--- config.mk ---
export PLATFORM = sky130hd
export DESIGN_NAME = chip_top_wrapper
export DESIGN_NICKNAME = d
export VERILOG_FILES = /design/src/rtl/chip_jtag_pkg.sv /design/src/rtl/jtag_tap_fsm.sv /design/src/rtl/chip_top_wrapper.sv
export SDC_FILE = /design/constraint.sdc
export NUM_CORES = 1
export LEC_CHECK = 0
export ABC_AREA = 0
export CELL_PAD_IN_SITES_DETAIL_PLACEMENT = 1
export CELL_PAD_IN_SITES_GLOBAL_PLACEMENT = 1
export CORE_MARGIN = 10
export CORE_UTILIZATION = 47
export DETAILED_ROUTE_END_ITERATION = 8
export PLACE_DENSITY = 0.87
export SLEW_MARGIN = 20
export SYNTH_ARGS = -nofsm -noshare
export SYNTH_HDL_FRONTEND = slang
export SYNTH_SLANG_ARGS = --single-unit
export TNS_END_PERCENT = 5
--- constraint.sdc ---
create_clock -name TCK -period 2.6 [get_ports TCK]
set_input_delay 0.26 -clock TCK [delete_from_list [all_inputs] [get_ports TCK]]
set_output_delay 0.26 -clock TCK [all_outputs]
set_load 0.02 [all_outputs]
--- src/rtl/chip_jtag_pkg.sv ---
// rtl/chip_jtag_pkg.sv - JTAG TAP state encoding, opcodes and DR selection
package chip_jtag_pkg;

    typedef enum logic [3:0] {
        TAP_TLR,
        TAP_RTI,
        TAP_SEL_DR,
        TAP_CAP_DR,
        TAP_SH_DR,
        TAP_EX1_DR,
        TAP_PAU_DR,
        TAP_EX2_DR,
        TAP_UPD_DR,
        TAP_SEL_IR,
        TAP_CAP_IR,
        TAP_SH_IR,
        TAP_EX1_IR,
        TAP_PAU_IR,
        TAP_EX2_IR,
        TAP_UPD_IR
    } tap_state_e;

    typedef enum logic [1:0] {
        DR_BYPASS,
        DR_IDCODE,
        DR_USER
    } dr_sel_e;

    localparam logic [3:0] OP_EXTEST  = 4'b0000;
    localparam logic [3:0] OP_IDCODE  = 4'b0001;
    localparam logic [3:0] OP_USER    = 4'b1011;
    localparam logic [3:0] OP_BYPASS  = 4'b1111;
    localparam logic [3:0] IR_CAPTURE = 4'b0101;

    // EXTEST and every unassigned opcode fall through to BYPASS
    function automatic dr_sel_e dr_select(input logic [3:0] op);
        case (op)
            OP_IDCODE: return DR_IDCODE;
            OP_USER:   return DR_USER;
            default:   return DR_BYPASS;
        endcase
    endfunction

endpackage

--- src/rtl/jtag_tap_fsm.sv ---
// rtl/jtag_tap_fsm.sv - 16-state IEEE 1149.1 TAP controller with state decodes
module jtag_tap_fsm
    import chip_jtag_pkg::*;
(
    input  logic       TCK,
    input  logic       TRST_N,
    input  logic       TMS,
    output tap_state_e state,
    output logic       capture_dr,
    output logic       shift_dr,
    output logic       update_dr,
    output logic       capture_ir,
    output logic       shift_ir,
    output logic       update_ir,
    output logic       tlr
);

    tap_state_e next_state;

    always_ff @(posedge TCK or negedge TRST_N) begin
        if (!TRST_N) begin
            state <= TAP_TLR;
        end else begin
            state <= next_state;
        end
    end

    always_comb begin
        next_state = state;
        case (state)
            TAP_TLR:    next_state = TMS ? TAP_TLR    : TAP_RTI;
            TAP_RTI:    next_state = TMS ? TAP_SEL_DR : TAP_RTI;
            TAP_SEL_DR: next_state = TMS ? TAP_SEL_IR : TAP_CAP_DR;
            TAP_CAP_DR: next_state = TMS ? TAP_EX1_DR : TAP_SH_DR;
            TAP_SH_DR:  next_state = TMS ? TAP_EX1_DR : TAP_SH_DR;
            TAP_EX1_DR: next_state = TMS ? TAP_UPD_DR : TAP_PAU_DR;
            TAP_PAU_DR: next_state = TMS ? TAP_EX2_DR : TAP_PAU_DR;
            TAP_EX2_DR: next_state = TMS ? TAP_UPD_DR : TAP_SH_DR;
            TAP_UPD_DR: next_state = TMS ? TAP_SEL_DR : TAP_RTI;
            TAP_SEL_IR: next_state = TMS ? TAP_TLR    : TAP_CAP_IR;
            TAP_CAP_IR: next_state = TMS ? TAP_EX1_IR : TAP_SH_IR;
            TAP_SH_IR:  next_state = TMS ? TAP_EX1_IR : TAP_SH_IR;
            TAP_EX1_IR: next_state = TMS ? TAP_UPD_IR : TAP_PAU_IR;
            TAP_PAU_IR: next_state = TMS ? TAP_EX2_IR : TAP_PAU_IR;
            TAP_EX2_IR: next_state = TMS ? TAP_UPD_IR : TAP_SH_IR;
            TAP_UPD_IR: next_state = TMS ? TAP_SEL_DR : TAP_RTI;
            default:    next_state = TAP_TLR;
        endcase
    end

    assign capture_dr = (state == TAP_CAP_DR);
    assign shift_dr   = (state == TAP_SH_DR);
    assign update_dr  = (state == TAP_UPD_DR);
    assign capture_ir = (state == TAP_CAP_IR);
    assign shift_ir   = (state == TAP_SH_IR);
    assign update_ir  = (state == TAP_UPD_IR);
    assign tlr        = (state == TAP_TLR);

endmodule

--- src/rtl/chip_top_wrapper.sv ---
// rtl/chip_top_wrapper.sv - JTAG TAP wrapper with IR, BYPASS, IDCODE and USER registers
module chip_top_wrapper
    import chip_jtag_pkg::*;
#(
    parameter int          IR_W         = 4,
    parameter logic [31:0] IDCODE_VALUE = 32'h1000_563D,
    parameter int          USER_W       = 8
) (
    input  logic              TCK,
    input  logic              TRST_N,
    input  logic              TMS,
    input  logic              TDI,
    output logic              TDO,
    output logic [USER_W-1:0] USER_OUT
);

    tap_state_e        tap_state;
    logic              capture_dr, shift_dr, update_dr;
    logic              capture_ir, shift_ir, update_ir;
    logic              tlr;

    logic [IR_W-1:0]   ir_sr;
    logic [IR_W-1:0]   ir;
    logic              bypass_sr;
    logic [31:0]       id_sr;
    logic [USER_W-1:0] user_sr;
    dr_sel_e           dr_sel;
    logic              dr_tdo;

    jtag_tap_fsm u_tap (
        .TCK        (TCK),
        .TRST_N     (TRST_N),
        .TMS        (TMS),
        .state      (tap_state),
        .capture_dr (capture_dr),
        .shift_dr   (shift_dr),
        .update_dr  (update_dr),
        .capture_ir (capture_ir),
        .shift_ir   (shift_ir),
        .update_ir  (update_ir),
        .tlr        (tlr)
    );

    // Selection follows the active IR only, so an IR scan cannot disturb a DR path mid-flight
    assign dr_sel = dr_select(ir);

    always_ff @(posedge TCK or negedge TRST_N) begin
        if (!TRST_N) begin
            ir_sr     <= '0;
            ir        <= IR_W'(OP_IDCODE);
            bypass_sr <= 1'b0;
            id_sr     <= '0;
            user_sr   <= '0;
            USER_OUT  <= '0;
        end else if (tlr) begin
            ir_sr     <= '0;
            ir        <= IR_W'(OP_IDCODE);
            bypass_sr <= 1'b0;
            id_sr     <= '0;
            user_sr   <= '0;
            USER_OUT  <= '0;
        end else begin
            if (capture_ir) begin
                ir_sr <= IR_W'(IR_CAPTURE);
            end else if (shift_ir) begin
                ir_sr <= {TDI, ir_sr[IR_W-1:1]};
            end
            if (update_ir) begin
                ir <= ir_sr;
            end

            if (capture_dr) begin
                case (dr_sel)
                    DR_IDCODE: id_sr     <= IDCODE_VALUE;
                    DR_USER:   user_sr   <= USER_OUT;
                    default:   bypass_sr <= 1'b0;
                endcase
            end else if (shift_dr) begin
                case (dr_sel)
                    DR_IDCODE: id_sr     <= {TDI, id_sr[31:1]};
                    DR_USER:   user_sr   <= {TDI, user_sr[USER_W-1:1]};
                    default:   bypass_sr <= TDI;
                endcase
            end
            if (update_dr && dr_sel == DR_USER) begin
                USER_OUT <= user_sr;
            end
        end
    end

    always_comb begin
        dr_tdo = bypass_sr;
        case (dr_sel)
            DR_IDCODE: dr_tdo = id_sr[0];
            DR_USER:   dr_tdo = user_sr[0];
            default:   dr_tdo = bypass_sr;
        endcase
    end

    // Falling-edge launch gives the remote end half a TCK of setup before its rising-edge sample
    always_ff @(negedge TCK or negedge TRST_N) begin
        if (!TRST_N) begin
            TDO <= 1'b0;
        end else begin
            case (tap_state)
                TAP_SH_IR: TDO <= ir_sr[0];
                TAP_SH_DR: TDO <= dr_tdo;
                default:   TDO <= 1'b0;
            endcase
        end
    end

endmodule

== Yosys cells after proc, flatten, opt, wreduce, memory -nomap -nowiden ==
Index checks and enable logic that the tools add are counted.
Word-level totals
  output and inout bits: 9
  bits of input ports: 4
  word-level logic and storage cells: 82
  register bits after elaboration: 62
Operators by class
  equal/unequal tests: 21
  reduce and logical (&&, ||, !) cells: 15
  mux-type cells: 38
Operator list (count)
  $mux W32: 5
  $mux W8: 7
  $pmux W4 S12: 1
  $eq A4 B4 Y1 const B: 9
  $mux W4: 9
  $eq A4 B3 Y1 const B: 4
  $eq A4 B1 Y1 const B: 2
  $eq A4 B2 Y1 const B: 2
  $mux W1: 8
  $reduce_bool A2 Y1: 4
  $mux W2: 3
  $mux W3: 2
  $ne A3 B2 Y1 const B: 2
  $reduce_bool A3 Y1: 2
  $reduce_or A2 Y1: 3
  $logic_not A4 Y1: 1
  $pmux W1 S2: 2
  $pmux W2 S2: 1
  $reduce_and A2 Y1: 2
  $reduce_and A3 Y1: 1
  $reduce_or A3 Y1: 1
  $eq A2 B1 Y1 const B: 1
  $eq A2 B2 Y1 const B: 1
  $logic_and A1 B1 Y1: 1

== Depth between registers and ports, before layout ==
  depth after elaboration: 8
  mapped depth: 9
  depth with buffers taken out: 8

== Modules after synthesis ==
A second synthesis with hierarchy kept.
Unflattened totals
  cell total of the unflattened synthesis: 263
  area total of the unflattened synthesis: 2835.2 µm²
Modules (own cells, without submodules)
  chip_top_wrapper: times used 1, cells an instance 217, seq. area each 1452.6 µm², area each 2496.1 µm²
  jtag_tap_fsm: times used 1, cells an instance 46, seq. area each 100.1 µm², area each 339.1 µm²

==> flow_summary_export.csv <==
group,metric,value,unit
detailed_routing,drcViolationCount,0,
layout,nNetsFinal,307,
layout,utilization,0.561,
synth,synth_top_area_share,0.528,
synth,synth_area_leaders,"dfrtp_1 53%, a22o_1 8.0%, o21ai_0 4.4%",
synth,syn-num-nets,285,
synth,ys_warn_count,0,
cts,htree_levels,3,
synth,synthFlopType,"dfrtp_1",
pwr,p_per_area,1190,nW/um^2
cts,cts_made_buffers,9,
global_routing,grt_pass1_vias,2404,
run_status,status,"finished with violations",
global_routing,antenna_found_initial,0,
min_path,min_path_type,"input pin to asynchronous set/reset pin",
cts,clockBufferDepth,2,
die,design.die.area,9560,sq um
global_routing,grt_use_total,0.155,
die,die_h,97.8,um
critical_path,cp-end-kind,"register",
sta,fin_ws,-0.282,ns
layout,layout_commonest_cell,"dfrtp_1",
layout,final_cell_mix,"60 x dfrtp_1, 32 x nand2_1, 29 x nor2_1",
placement,port_buffers,12,
detailed_routing,ant_nets,0,
synth,synth_edf_count,0,
detailed_routing,drtPass1Iterations,4,
placement,pre_cts_ws,-0.355,ns
sta,worst-slew-pin-transition,0.783,ns
die,core_region_area,5890,sq um
global_routing,grt_max_degree,62,
cts,cts_root_buffer,"clkbuf_8",
cts,cts.sinks,62,
critical_path,worstPathRequired,1.47,ns
critical_path,worstPathMaxFanout,3,
synth,async_flop_share,1.00,
cts,cts-hold-fix-buffers,0,
flow_run,max-cap-violations,0,
synth,synth-seq-cells,62,
detailed_routing,drt_iter0_markers,105,
synth,synthCells,279,
synth,synth_area_per_cell,10.2,sq um
sta,rsz0062_at_grt,"true",
sta,setup_viol,1,
critical_path,crit_type,"register to register",
cts,cts_tree,"built",
sta,drv_slew,0,
layout,syn_to_final_growth,16.2,%
die,rows,28,
detailed_routing,vias_per_cell,5.94,
pwr,leakagePower,1.49,nW
detailed_routing,post_drt_wl_per_cell,19.1,um
synth,yosysSeqAreaShare,0.546,
layout,diodes,0,
synth,synthesis.area,2840,sq um
layout,fillers,638,
run_status,violations,"setup timing",
detailed_routing,routed_wl,7270,um
die,die_w,97.8,um
pwr,power,3.92,mW
placement,dpl.hpwl,4660,um
critical_path,reg2regPathDepth,7,
die,start_util,0.483,
placement,dp_cells,362,
sta,max-slew-margin-rel,0.478,
pwr,max-vdd-ir-drop,0.532,mV
placement,place_congestion,0.789,
sta,finalHoldViolCount,0,
global_routing,grt_overflow,0,
detailed_routing,vias,2264,
cts,clk_pin_slew_worst_paths,0.07,ns
synth,yosys.area.top_type,"dfrtp_1",
layout,drive_gt1_frac,0.173,
cts,clock_latency,0.34,ns
sta,fin_skew,0.0112,ns
global_routing,grt_pass1_wl,12300,um
critical_path,worstPathArrival,1.76,ns
synth,yosysUniqueCellTypes,45,
die,pin_count,13,
layout,fin_cells,381,
critical_path,start_kind,"register",
-- report_power, final --
part | leakage, nW | internal [mW] | switching [mW]
Combinational | 0.564 | 0.640 | 1.03
Clock | 0.100 | 0.441 | 0.390
Sequential | 0.824 | 1.21 | 0.210
Total | 1.49 | 2.29 | 1.63
-- critical path, cell delays in order (launching register included) --
cell and delay [ns]:
dfstp_2 0.54, nand2b_1 0.07, nor3_2 0.13, inv_1 0.07, ha_2 0.19, a22oi_2 0.15
o21ai_1 0.07, a22o_1 0.18
-- per-stage QoR --
| step | hold slack [ns] | setup TNS, ns | cell area [sq um] |
|---|---|---|---|
| after floorplan | -0.0356 | -0.240 | 2850 |
| after global placement | 0.462 | -0.268 | 3070 |
| after detailed placement | 0.482 | -0.355 | 3070 |
| after CTS | 0.157 | -0.323 | 3300 |
| after global routing | 0.200 | -1.05 | 3300 |
| final | 0.125 | -0.282 | 3300 |
-- cells in the mapped netlist (all sizes together) (2+ instances only) --
master,instances
nor2,30
a21oi,21
nor2b,3
or3,2
or3b,4
a22o,26
clkbuf,4
nand2,32
nor4,2
o22ai,3
nand3,2
o21ai,31
a22oi,10
nand2b,2
ha,2
inv,6
nand4b,3
dfrtp,60
a211oi,2
and3,2
buf,16
-- routing by layer --
metal | up-vias | share of wire | global-route usage
met5 | - | 0 | 0
met4 | 0 | 0.014 | 0.0582
met3 | 8 | 0.031 | 0.0395
met2 | 36 | 0.51 | 0.258
met1 | 1169 | 0.45 | 0.189
li1 | 1051 | - | -
-- state kept, by name, indices dropped and copies added (netlist names) --
name / cells
USER_OUT: 8
u_tap.state: 4
TDO: 1
ir_sr: 4
bypass_sr: 1
ir: 4
id_sr: 32
user_sr: 8
-- what timing repair did --
item	CTS	global route
pin swaps	2	1
gates resized for setup	7	2
hold endpoints to repair	0	0
setup buffers	2	1
setup endpoints to repair	2	6
-- cell type report --
| class | count | area [sq um] | area share |
|---|---|---|---|
| sequential | 62 | 1550 | 0.470 |
| inverter | 6 | 22.5 | 0.00682 |
| clock inverter | 6 | 62.6 | 0.0189 |
| timing repair buffer | 31 | 253 | 0.0765 |
| clock buffer | 10 | 128 | 0.0386 |
| tap | 75 | 93.8 | 0.0284 |
| multi-input combinational | 191 | 1190 | 0.361 |
-- kinds of logic (layout without fill, tap and decap cells) --
kind of cell	Yosys count	after routing	share of synthesized area
AO/OA/AOI/OAI	98	98	0.232
AND/OR/NAND/NOR	90	90	0.164
flip-flops	62	62	0.546
buffers and inverters	26	53	0.0458
adder cells (fa/ha/maj)	2	2	0.00880
XOR/XNOR	1	1	0.00308
-- path summary, 6_finish.rpt --
check	start	to	slack [ns]
max	ir[0]	TDO	-0.28
min	TRST_N	USER_OUT[3]	0.13
max reg2reg	ir[0]	TDO	-0.28
min reg2reg	id_sr[16]	id_sr[15]	0.49
max in group asynchronous	TRST_N	TDO	1.56
min in group TCK	id_sr[16]	id_sr[15]	0.49
Power figures use the tool's default switching activity.
